==> src/rtl/ir_frame_decoder_if.sv <==
// Command handshake between the IR frame decoder (master) and the cart control block (slave).
interface ir_frame_decoder_if;
  logic [31:0] command;
  logic        ready;
  logic        ack;

  modport master (output command, output ready, input ack);
  modport slave  (input command, input ready, output ack);
endinterface

==> src/rtl/ir_frame_decoder.sv <==
// Samsung 32-bit IR frame decoder with pulse-width windows, timeout and a ready/ack handoff.
// Optional IR_INVERT_CHECK_EN: commit only when the top byte is the inverse of the next byte.
module ir_frame_decoder #(
  parameter int clk_hz        = 25000000,
  parameter int tick_us       = 10,
  parameter int timeout_ticks = 600
) (
  input  logic               clk,
  input  logic               rst,
  input  logic               ir_in,
  ir_frame_decoder_if.master cmd_if,
  output logic               frame_err,
  output logic               busy
);

  localparam int PRE_RAW = (clk_hz / 1000) * tick_us / 1000;
  localparam int PRE_DIV = (PRE_RAW < 1) ? 1 : PRE_RAW;
  localparam int PRE_W   = (PRE_DIV > 1) ? $clog2(PRE_DIV) : 1;
  localparam logic [PRE_W-1:0] PRE_LAST = PRE_W'(PRE_DIV - 1);

  // Window limits are written for a 10 us tick and rescaled to the configured tick.
  function automatic logic [9:0] win(input int base);
    return 10'(base * 10 / tick_us);
  endfunction

  localparam logic [9:0] LEAD_MIN  = win(400);
  localparam logic [9:0] LEAD_MAX  = win(500);
  localparam logic [9:0] BIT_MIN   = win(30);
  localparam logic [9:0] BIT_MAX   = win(80);
  localparam logic [9:0] ONE_MIN   = win(140);
  localparam logic [9:0] ONE_MAX   = win(200);
  localparam logic [9:0] TIMEOUT_W = 10'(timeout_ticks);
  localparam logic [9:0] WIDTH_SAT = 10'h3FF;

  function automatic logic in_win(input logic [9:0] w, input logic [9:0] lo,
                                  input logic [9:0] hi);
    return (w >= lo) && (w <= hi);
  endfunction

  typedef enum logic [2:0] {
    ST_IDLE       = 3'd0,
    ST_LEAD_MARK  = 3'd1,
    ST_LEAD_SPACE = 3'd2,
    ST_BIT_MARK   = 3'd3,
    ST_BIT_SPACE  = 3'd4,
    ST_STOP_MARK  = 3'd5,
    ST_DONE       = 3'd6
  } state_e;

  logic             sync1_q, sync2_q, level_q;
  logic [PRE_W-1:0] pre_q, pre_d;
  logic [9:0]       width_q, width_d;
  state_e           state_q, state_d;
  logic [4:0]       bit_cnt_q, bit_cnt_d;
  logic [31:0]      shift_q, shift_d;
  logic [31:0]      command_q, command_d;
  logic             ready_q, ready_d;
  logic             ack_seen_q, ack_seen_d;
  logic             frame_err_q, frame_err_d;
  logic             busy_q, busy_d;
  logic             tick_s, fall_s, rise_s, abort_s, check_ok_s;

  assign fall_s = level_q & ~sync2_q;
  assign rise_s = ~level_q & sync2_q;
  assign tick_s = (pre_q == PRE_LAST);

`ifdef IR_INVERT_CHECK_EN
  assign check_ok_s = (shift_q[31:24] == ~shift_q[23:16]);
`else
  assign check_ok_s = 1'b1;
`endif

  // Prescaler and edge-relative width measurement.
  always_comb begin
    pre_d   = pre_q;
    width_d = width_q;
    if (tick_s) begin
      pre_d = '0;
    end else begin
      pre_d = pre_q + PRE_W'(1);
    end
    if (fall_s || rise_s) begin
      width_d = 10'd0;
    end else if (tick_s && (width_q != WIDTH_SAT)) begin
      width_d = width_q + 10'd1;
    end else begin
      width_d = width_q;
    end
  end

  // Frame state machine, bit capture and ready/ack handoff.
  always_comb begin
    state_d    = state_q;
    bit_cnt_d  = bit_cnt_q;
    shift_d    = shift_q;
    command_d  = command_q;
    ready_d    = ready_q;
    ack_seen_d = ack_seen_q;
    abort_s    = 1'b0;

    if (ready_q && cmd_if.ack) begin
      ready_d    = 1'b0;
      ack_seen_d = 1'b1;
    end else begin
      ready_d    = ready_q;
    end

    if ((state_q != ST_IDLE) && (width_q > TIMEOUT_W)) begin
      abort_s = 1'b1;
      state_d = ST_IDLE;
    end else begin
      case (state_q)
        ST_IDLE: begin
          if (fall_s) state_d = ST_LEAD_MARK;
          else        state_d = ST_IDLE;
        end
        ST_LEAD_MARK: begin
          if (rise_s && in_win(width_q, LEAD_MIN, LEAD_MAX)) begin
            state_d = ST_LEAD_SPACE;
          end else if (rise_s) begin
            abort_s = 1'b1;
            state_d = ST_IDLE;
          end else begin
            state_d = ST_LEAD_MARK;
          end
        end
        ST_LEAD_SPACE: begin
          if (fall_s && in_win(width_q, LEAD_MIN, LEAD_MAX)) begin
            state_d   = ST_BIT_MARK;
            bit_cnt_d = 5'd0;
          end else if (fall_s) begin
            abort_s = 1'b1;
            state_d = ST_IDLE;
          end else begin
            state_d = ST_LEAD_SPACE;
          end
        end
        ST_BIT_MARK: begin
          if (rise_s && in_win(width_q, BIT_MIN, BIT_MAX)) begin
            state_d = ST_BIT_SPACE;
          end else if (rise_s) begin
            abort_s = 1'b1;
            state_d = ST_IDLE;
          end else begin
            state_d = ST_BIT_MARK;
          end
        end
        ST_BIT_SPACE: begin
          if (fall_s && (in_win(width_q, BIT_MIN, BIT_MAX) || in_win(width_q, ONE_MIN, ONE_MAX))) begin
            shift_d[bit_cnt_q] = in_win(width_q, ONE_MIN, ONE_MAX);
            if (bit_cnt_q == 5'd31) begin
              state_d = ST_STOP_MARK;
            end else begin
              state_d   = ST_BIT_MARK;
              bit_cnt_d = bit_cnt_q + 5'd1;
            end
          end else if (fall_s) begin
            abort_s = 1'b1;
            state_d = ST_IDLE;
          end else begin
            state_d = ST_BIT_SPACE;
          end
        end
        ST_STOP_MARK: begin
          if (rise_s && in_win(width_q, BIT_MIN, BIT_MAX)) begin
            state_d = ST_DONE;
          end else if (rise_s) begin
            abort_s = 1'b1;
            state_d = ST_IDLE;
          end else begin
            state_d = ST_STOP_MARK;
          end
        end
        ST_DONE: begin
          state_d = ST_IDLE;
          // A held ack blocks the commit so control never pairs an old ack with new data.
          if (!check_ok_s) begin
            abort_s = 1'b1;
          end else if (!ready_q && !cmd_if.ack) begin
            command_d  = shift_q;
            ready_d    = 1'b1;
            ack_seen_d = 1'b0;
          end else begin
            command_d  = command_q;
          end
        end
        default: begin
          state_d = ST_IDLE;
        end
      endcase
    end

    frame_err_d = abort_s;
    busy_d      = (state_d != ST_IDLE);
  end

  // All state registers, synchronous active-low reset.
  always_ff @(posedge clk) begin
    if (!rst) begin
      sync1_q     <= 1'b1;
      sync2_q     <= 1'b1;
      level_q     <= 1'b1;
      pre_q       <= '0;
      width_q     <= 10'd0;
      state_q     <= ST_IDLE;
      bit_cnt_q   <= 5'd0;
      shift_q     <= 32'd0;
      command_q   <= 32'd0;
      ready_q     <= 1'b0;
      ack_seen_q  <= 1'b0;
      frame_err_q <= 1'b0;
      busy_q      <= 1'b0;
    end else begin
      sync1_q     <= ir_in;
      sync2_q     <= sync1_q;
      level_q     <= sync2_q;
      pre_q       <= pre_d;
      width_q     <= width_d;
      state_q     <= state_d;
      bit_cnt_q   <= bit_cnt_d;
      shift_q     <= shift_d;
      command_q   <= command_d;
      ready_q     <= ready_d;
      ack_seen_q  <= ack_seen_d;
      frame_err_q <= frame_err_d;
      busy_q      <= busy_d;
    end
  end

  assign cmd_if.command = command_q;
  assign cmd_if.ready   = ready_q;
  assign frame_err      = frame_err_q;
  assign busy           = busy_q;

endmodule

==> src/flat_wrapper.sv <==
// flat-port wrapper written by rule: the top's interface ports become plain ports
module ir_frame_decoder_flat 
#(
  parameter int clk_hz        = 25000000,
  parameter int tick_us       = 10,
  parameter int timeout_ticks = 600
)
  (clk, rst, ir_in, frame_err, busy, cmd_if_command, cmd_if_ready, cmd_if_ack);
  ir_frame_decoder_if cmd_if_i ();
  input  logic clk;
  input  logic rst;
  input  logic ir_in;
  output logic frame_err;
  output logic busy;
  output wire logic [$bits(cmd_if_i.command)-1:0] cmd_if_command;
  output wire logic [$bits(cmd_if_i.ready)-1:0] cmd_if_ready;
  input wire logic [$bits(cmd_if_i.ack)-1:0] cmd_if_ack;
  assign cmd_if_command = cmd_if_i.command;
  assign cmd_if_ready = cmd_if_i.ready;
  assign cmd_if_i.ack = cmd_if_ack;
  ir_frame_decoder #(.clk_hz(clk_hz), .tick_us(tick_us), .timeout_ticks(timeout_ticks)) u_core (.clk(clk), .rst(rst), .ir_in(ir_in), .cmd_if(cmd_if_i), .frame_err(frame_err), .busy(busy));
endmodule
==> config.mk <==
export PLATFORM = sky130hd
export DESIGN_NAME = ir_frame_decoder_flat
export DESIGN_NICKNAME = d
export VERILOG_FILES = /design/src/rtl/ir_frame_decoder_if.sv /design/src/rtl/ir_frame_decoder.sv /design/src/flat_wrapper.sv
export SDC_FILE = /design/constraint.sdc
export NUM_CORES = 1
export LEC_CHECK = 0
export BUFFER_PORTS_ARGS = -buffer_cell sky130_fd_sc_hd__buf_2
export CAP_MARGIN = 10
export CORE_UTILIZATION = 64
export DETAILED_ROUTE_END_ITERATION = 10
export PLACE_DENSITY = 0.85
export SYNTH_ARGS = -nofsm -noshare
export SYNTH_HDL_FRONTEND = slang
export SYNTH_SLANG_ARGS = --single-unit
==> constraint.sdc <==
create_clock -name clk -period 4.2 [get_ports clk]
set_input_delay 0.63 -clock clk [delete_from_list [all_inputs] [get_ports clk]]
set_output_delay 0.63 -clock clk [all_outputs]
set_load 0.01 [all_outputs]
Yosys cells after proc, flatten, opt, wreduce, memory -nomap -nowiden --
Cells that the tools add are included.
Storage, ports and cells: logic and storage cells 101, output and inout bits 35, register bits after elaboration 96, input bits 4
Operators by class: order comparisons 9, equal/unequal tests 12, multiplexer cells 33, reduce and logical (&&, ||, !) cells 26, $add $sub $neg 3, bitwise logic cells 6
Operators by type and width (count):
- $bwmux W32 | 1
- $mux W3 | 9
- $pmux W3 S6 | 1
- $mux W5 | 3
- $mux W1 | 14
- $logic_and A1 B1 Y1 | 12
- $add A10 B1 Y10 const B | 1
- $ge A10 B5 Y1 const B | 1
- $ge A10 B8 Y1 const B | 1
- $ge A10 B9 Y1 const B | 1
- $gt A10 B10 Y1 const B | 1
- $le A10 B7 Y1 const B | 1
- $le A10 B8 Y1 const B | 1
- $le A10 B9 Y1 const B | 1
- $ne A10 B10 Y1 const B | 1
- $pmux W5 S2 | 1
- $eq A3 B3 Y1 const B | 3
- $add A8 B1 Y8 const B | 1
- $eq A8 B8 Y1 const B | 1
- $eq A3 B2 Y1 const B | 2
- $lt A5 B6 Y1 const B | 1
- $reduce_and A3 Y1 | 2
- $reduce_bool A3 Y1 | 2
- $reduce_or A2 Y1 | 3
- other kinds (16) | 24

Logic depth before layout (Yosys ltp) --
word-level depth 8, gate-level depth with buffers 10, mapped depth without buffers 9

Worst setup path after synthesis --
OpenSTA, ideal clock, no wires.
path type register to register, start point reg u_core.bit_cnt_q[0], end point reg u_core.bit_cnt_q[3], stages on the path, launching flop included 10, buffers on the path 0, path slack 2.073 ns, library setup time 0.116 ns, arrival 2.011 ns, clock period less this slack 2.127 ns, data required time 4.084 ns, cells stage by stage dfxtp_1 ha_1 and3_1 ha_1 nor2_1 nand2_1 or3_1 a221oi_2 xnor2_1 nor2_1
Between the ends: word-level cells in the longest chain between the ends 4, elaborated cells on any way between the ends 7, classes of those cells add/sub (1); eq/ne (2); mux (3); reduce/logical (1)
RTL lines:
- from (decl) | RTL line ir_frame_decoder.sv:54 | logic [4:0] bit_cnt_q, bit_cnt_d;
- from (signal assigned) | RTL line ir_frame_decoder.sv:220 | bit_cnt_q <= bit_cnt_d;
- $add A5 B1 Y5 | RTL line ir_frame_decoder.sv:155 | bit_cnt_d = bit_cnt_q + 5'd1;
- $mux W5 | RTL line ir_frame_decoder.sv:151 | if (bit_cnt_q == 5'd31) begin
- $mux W5 | RTL line ir_frame_decoder.sv:149 | if (fall_s && (in_win(width_q, BIT_MIN, BIT_MAX) || in_win(width_q, ONE_MIN, ONE_MAX))) begin
- $pmux W5 S2 | RTL line ir_frame_decoder.sv:112 | case (state_q)
Parallel ways exist; a longest one is shown, timed or not. The select of a mux whose other input is x is not followed. A chain may end at the register's enable or synchronous reset.

Final worst setup path --
start point reg u_core.width_q[1], end point reg u_core.command_q[6], in the netlist u_core.cmd_if.command[6]
Between the ends: word-level cells in the longest chain between the ends 4
RTL lines:
- from (decl) | RTL line ir_frame_decoder.sv:52 | logic [9:0] width_q, width_d;
- from (signal assigned) | RTL line ir_frame_decoder.sv:218 | width_q <= width_d;
- $gt A10 B10 Y1 | RTL line ir_frame_decoder.sv:108 | if ((state_q != ST_IDLE) && (width_q > TIMEOUT_W)) begin
- $logic_and A1 B1 Y1 | RTL line ir_frame_decoder.sv:108
- $not A1 Y1 (no line)
- $reduce_and A3 Y1 (no line)
- to (signal assigned) | RTL line ir_frame_decoder.sv:222 | command_q <= command_d;
- to (decl) | RTL line ir_frame_decoder.sv:56 | logic [31:0] command_q, command_d;
No other way between the ends.

==> results.md <==
* Post-route DRC at 3
* Worst Hold Class: in -> reg
* LEAKAGE at 1.97 nW
* Final hold vios at 0
* Die width at 84.8 µm
* Die Y at 84.8 µm
* Worst setup path startpoint: u_core.width_q[1]
* R2R Path End: u_core.cmd_if.command[6]
* CTS tree: built
* Avg Inst Size Synth at 10.0 µm²
* Flop2flop setup slack at 1.54 ns
* Area growth from synthesis to layout at 8.35%
* Skew final at 0.0168 ns
* Drt first-iter violations at 199
* Hold Path Origin: cmd_if_ack
* IO Port Bufs at 38
* Die area at 0.00720 mm²
* DR pass1 iterations at 8
* WS Path Type: reg -> reg
* Startpoint types: flop
* Hold buffer count at CTS at 0
* Hpwl dp at 5.83 mm
* Core Area at 0.00649 mm²
* Cell Rows at 29
* Via density at 5.95
* Status: finished, violations left
* Clk_lat worst skew at 0.36 ns
* Ys Warns at 0
* Max Freq at 377 MHz
* Commonest cells after routing, fill and taps aside: 96 x dfxtp_1, 66 x nor2_1, 38 x buf_2
* Clock sink total at 96
* Synth Flop Type: dfxtp_1
* Slew margin rel. at 28.4%
* Net Switching at 0.000364 W
* First-pass GRT wire length at 14.2 mm
* Ant diodes at 0
* Crit path capture type: flop
* Seq/Total Area, Yosys at 43.8%
* Top cells by area, synth: dfxtp_1 44%, o221a_1 8.2%, mux2i_1 7.3%, nor2_1 5.6%, nor2b_1 5.1%
* RSZ-0062 raised after global routing: false
* Bufs on Longest Clock Path at 2
* Routed wire per std cell at 15.7 µm
* Resize count post-CTS at 0
* Initial antenna violation count at 0
* Largest area contributor in the netlist: dfxtp_1
* Post-synth EDFFs at 0
* Final period util at 63.2%
* Final WL at 8.59 mm
* Maximum vdd drop at 220 µV
* CTS clk-pin slew, worst paths at 0.10 ns
* Io pins at 39
* Reg2Reg Depth at 8
* GRT Util Overall at 24.7%
* Post-Synthesis Cell Area at 0.00439 mm²
* Slew @ Worst Pin at 1.07 ns
* Gate Count Post-Synth at 439
* Clock power frac at 40.1%
* Comb power frac at 2.7%
* Final setup vio count at 0
* Starting Density at 67.6%
* Seq pwr share at 57.3%
* Fill cells at 490
* TritonCTS Buffers at 9
* Crit path max fanout at 32
* Setup TNS at 0 ns
* Remaining Overflow, GRT at 0
* H-tree depth at 3
* WHS Endpoint: u_core.cmd_if.ready
* CP arrival at 2.91 ns
* Min cycle time layout at 2.66 ns
* Most common cell after layout, fill and taps aside: dfxtp_1
* Syn nets at 454
* Vias at 3260
* Gp weighted congestion at 0.879
* Worst r2r src: u_core.width_q[1]
* Netlist cell types at 56
* Maxcap violations at 0
* Failing checks: design-rule violations
* Vias in the first global route at 2954
* Power Density at 338 mW/mm²
* Worst endpoint required time at 4.45 ns
* Fin nets at 481
* Ys async rst share at 0%
* Int Power at 0.00124 W
* Final slew viol count at 0
* Final ANT Viol Nets at 0
* Total setup buffers inserted after CTS at 0
* Hold path cells at 2
* Root buf cell: clkbuf_8
* Share of cells above drive strength 1 at 16.1%
* Largest net degree at the start of global routing at 44
* Synth Register Bits at 96
* Post-synth top area share at 43.8%
* Hold_ws at 0.424 ns
* Sw Ratio at 22.6%
metal layers:
| layer | part of all wire [%] | wire, µm | up-vias | global-route usage, % |
|---|---|---|---|---|
| met3 | 3.8 | 327 | 16 | 4.86 |
| met5 | 0 | 0 | - | 0 |
| met2 | 49 | 4200 | 88 | 41.2 |
| met4 | 1.2 | 104 | 0 | 9.40 |
| met1 | 46 | 3960 | 1537 | 32.0 |
| li1 | - | - | 1619 | - |
registers in the layout, summed over array words and instances, names as in the netlist:
register	cells
u_core.cmd_if.ready	1
u_core.shift_q	32
u_core.level_q	1
u_core.bit_cnt_q	5
u_core.sync2_q	1
u_core.cmd_if.command	32
u_core.state_q	3
u_core.pre_q	8
u_core.busy	1
u_core.sync1_q	1
u_core.frame_err	1
u_core.width_q	10
layout make-up:
class / instances / area [µm²] / share of cell area, %
multi-input combinational: 309 / 2290 / 48.1
sequential: 96 / 1920 / 40.4
timing repair buffer: 39 / 198 / 4.16
clock buffer: 11 / 151 / 3.18
tap: 77 / 96.3 / 2.03
clock inverter: 5 / 62.6 / 1.32
inverter: 11 / 41.3 / 0.868
critical path, stage by stage, from the launching register on:
cell and delay [ns]:
dfxtp_1 0.40, inv_1 0.08, ha_1 0.22, nand2b_4 0.09, nand3_1 0.07, a21oi_1 0.37, or4b_2 0.91, mux2i_1 0.31
nor2b_1 0.06
Yosys cell counts (4+ instances only):
| library cell | instances |
|---|---|
| nand3_1 | 13 |
| xnor2_1 | 8 |
| clkbuf_1 | 9 |
| xor2_1 | 7 |
| buf_2 | 5 |
| nand2b_1 | 6 |
| nor3_1 | 4 |
| dfxtp_1 | 96 |
| a21oi_1 | 10 |
| nand3_4 | 4 |
| inv_1 | 11 |
| mux2i_1 | 32 |
| nor2_1 | 66 |
| buf_6 | 4 |
| nand2_1 | 23 |
| or3_1 | 7 |
| o221a_1 | 32 |
| nor2b_1 | 36 |
| nand4_1 | 4 |
| ha_1 | 11 |
worst max path at each step:
stage / endpoint / slack, ns
2_1_floorplan: u_core.bit_cnt_q[3] / 2.07
3_3_place_gp: u_core.cmd_if.command[16] / 1.64
3_5_place_dp: u_core.cmd_if.command[6] / 1.55
4_1_cts: u_core.cmd_if.command[6] / 1.51
5_1_grt: u_core.cmd_if.command[9] / 1.32
6_report: u_core.cmd_if.command[6] / 1.54
metrics by stage:
| step | power [W] | util (%) | area (µm²) | setup WS (ns) | std cells |
|---|---|---|---|---|---|
| floorplan | 0.000974 | - | 4390 | 2.07 | 439 |
| global placement | 0.000983 | 69.9 | 4540 | 1.64 | 532 |
| detailed placement | 0.000985 | 69.9 | 4540 | 1.55 | 532 |
| CTS | 0.00161 | 73.2 | 4760 | 1.51 | 548 |
| global route | 0.00166 | 73.2 | 4760 | 1.32 | 548 |
| finish | 0.00161 | 73.2 | 4760 | 1.54 | 548 |
cell families (layout without fill, tap and decap cells):
family / Yosys count / after routing / synth area share [%]
adders and majority gates: 11 / 11 / 3.13
DFF: 96 / 96 / 43.8
AOI/OAI and AO/OA: 75 / 75 / 17.3
muxes: 32 / 32 / 7.30
and+or+nand+nor: 176 / 176 / 21.3
xor gates and xnor gates: 15 / 15 / 2.99
buffers and inverters: 34 / 66 / 4.16
power by group through the flow:
stage / Combinational (W) / Sequential [W] / Clock, W
after floorplan: 0.0000322 / 0.000942 / 0
after global placement: 0.0000416 / 0.000942 / 0
after detailed placement: 0.0000425 / 0.000942 / 0
after CTS: 0.0000431 / 0.000921 / 0.000649
after global routing: 0.0000487 / 0.000922 / 0.000689
final: 0.0000428 / 0.000921 / 0.000644
No activity file was read; power rests on OpenSTA's default activity.
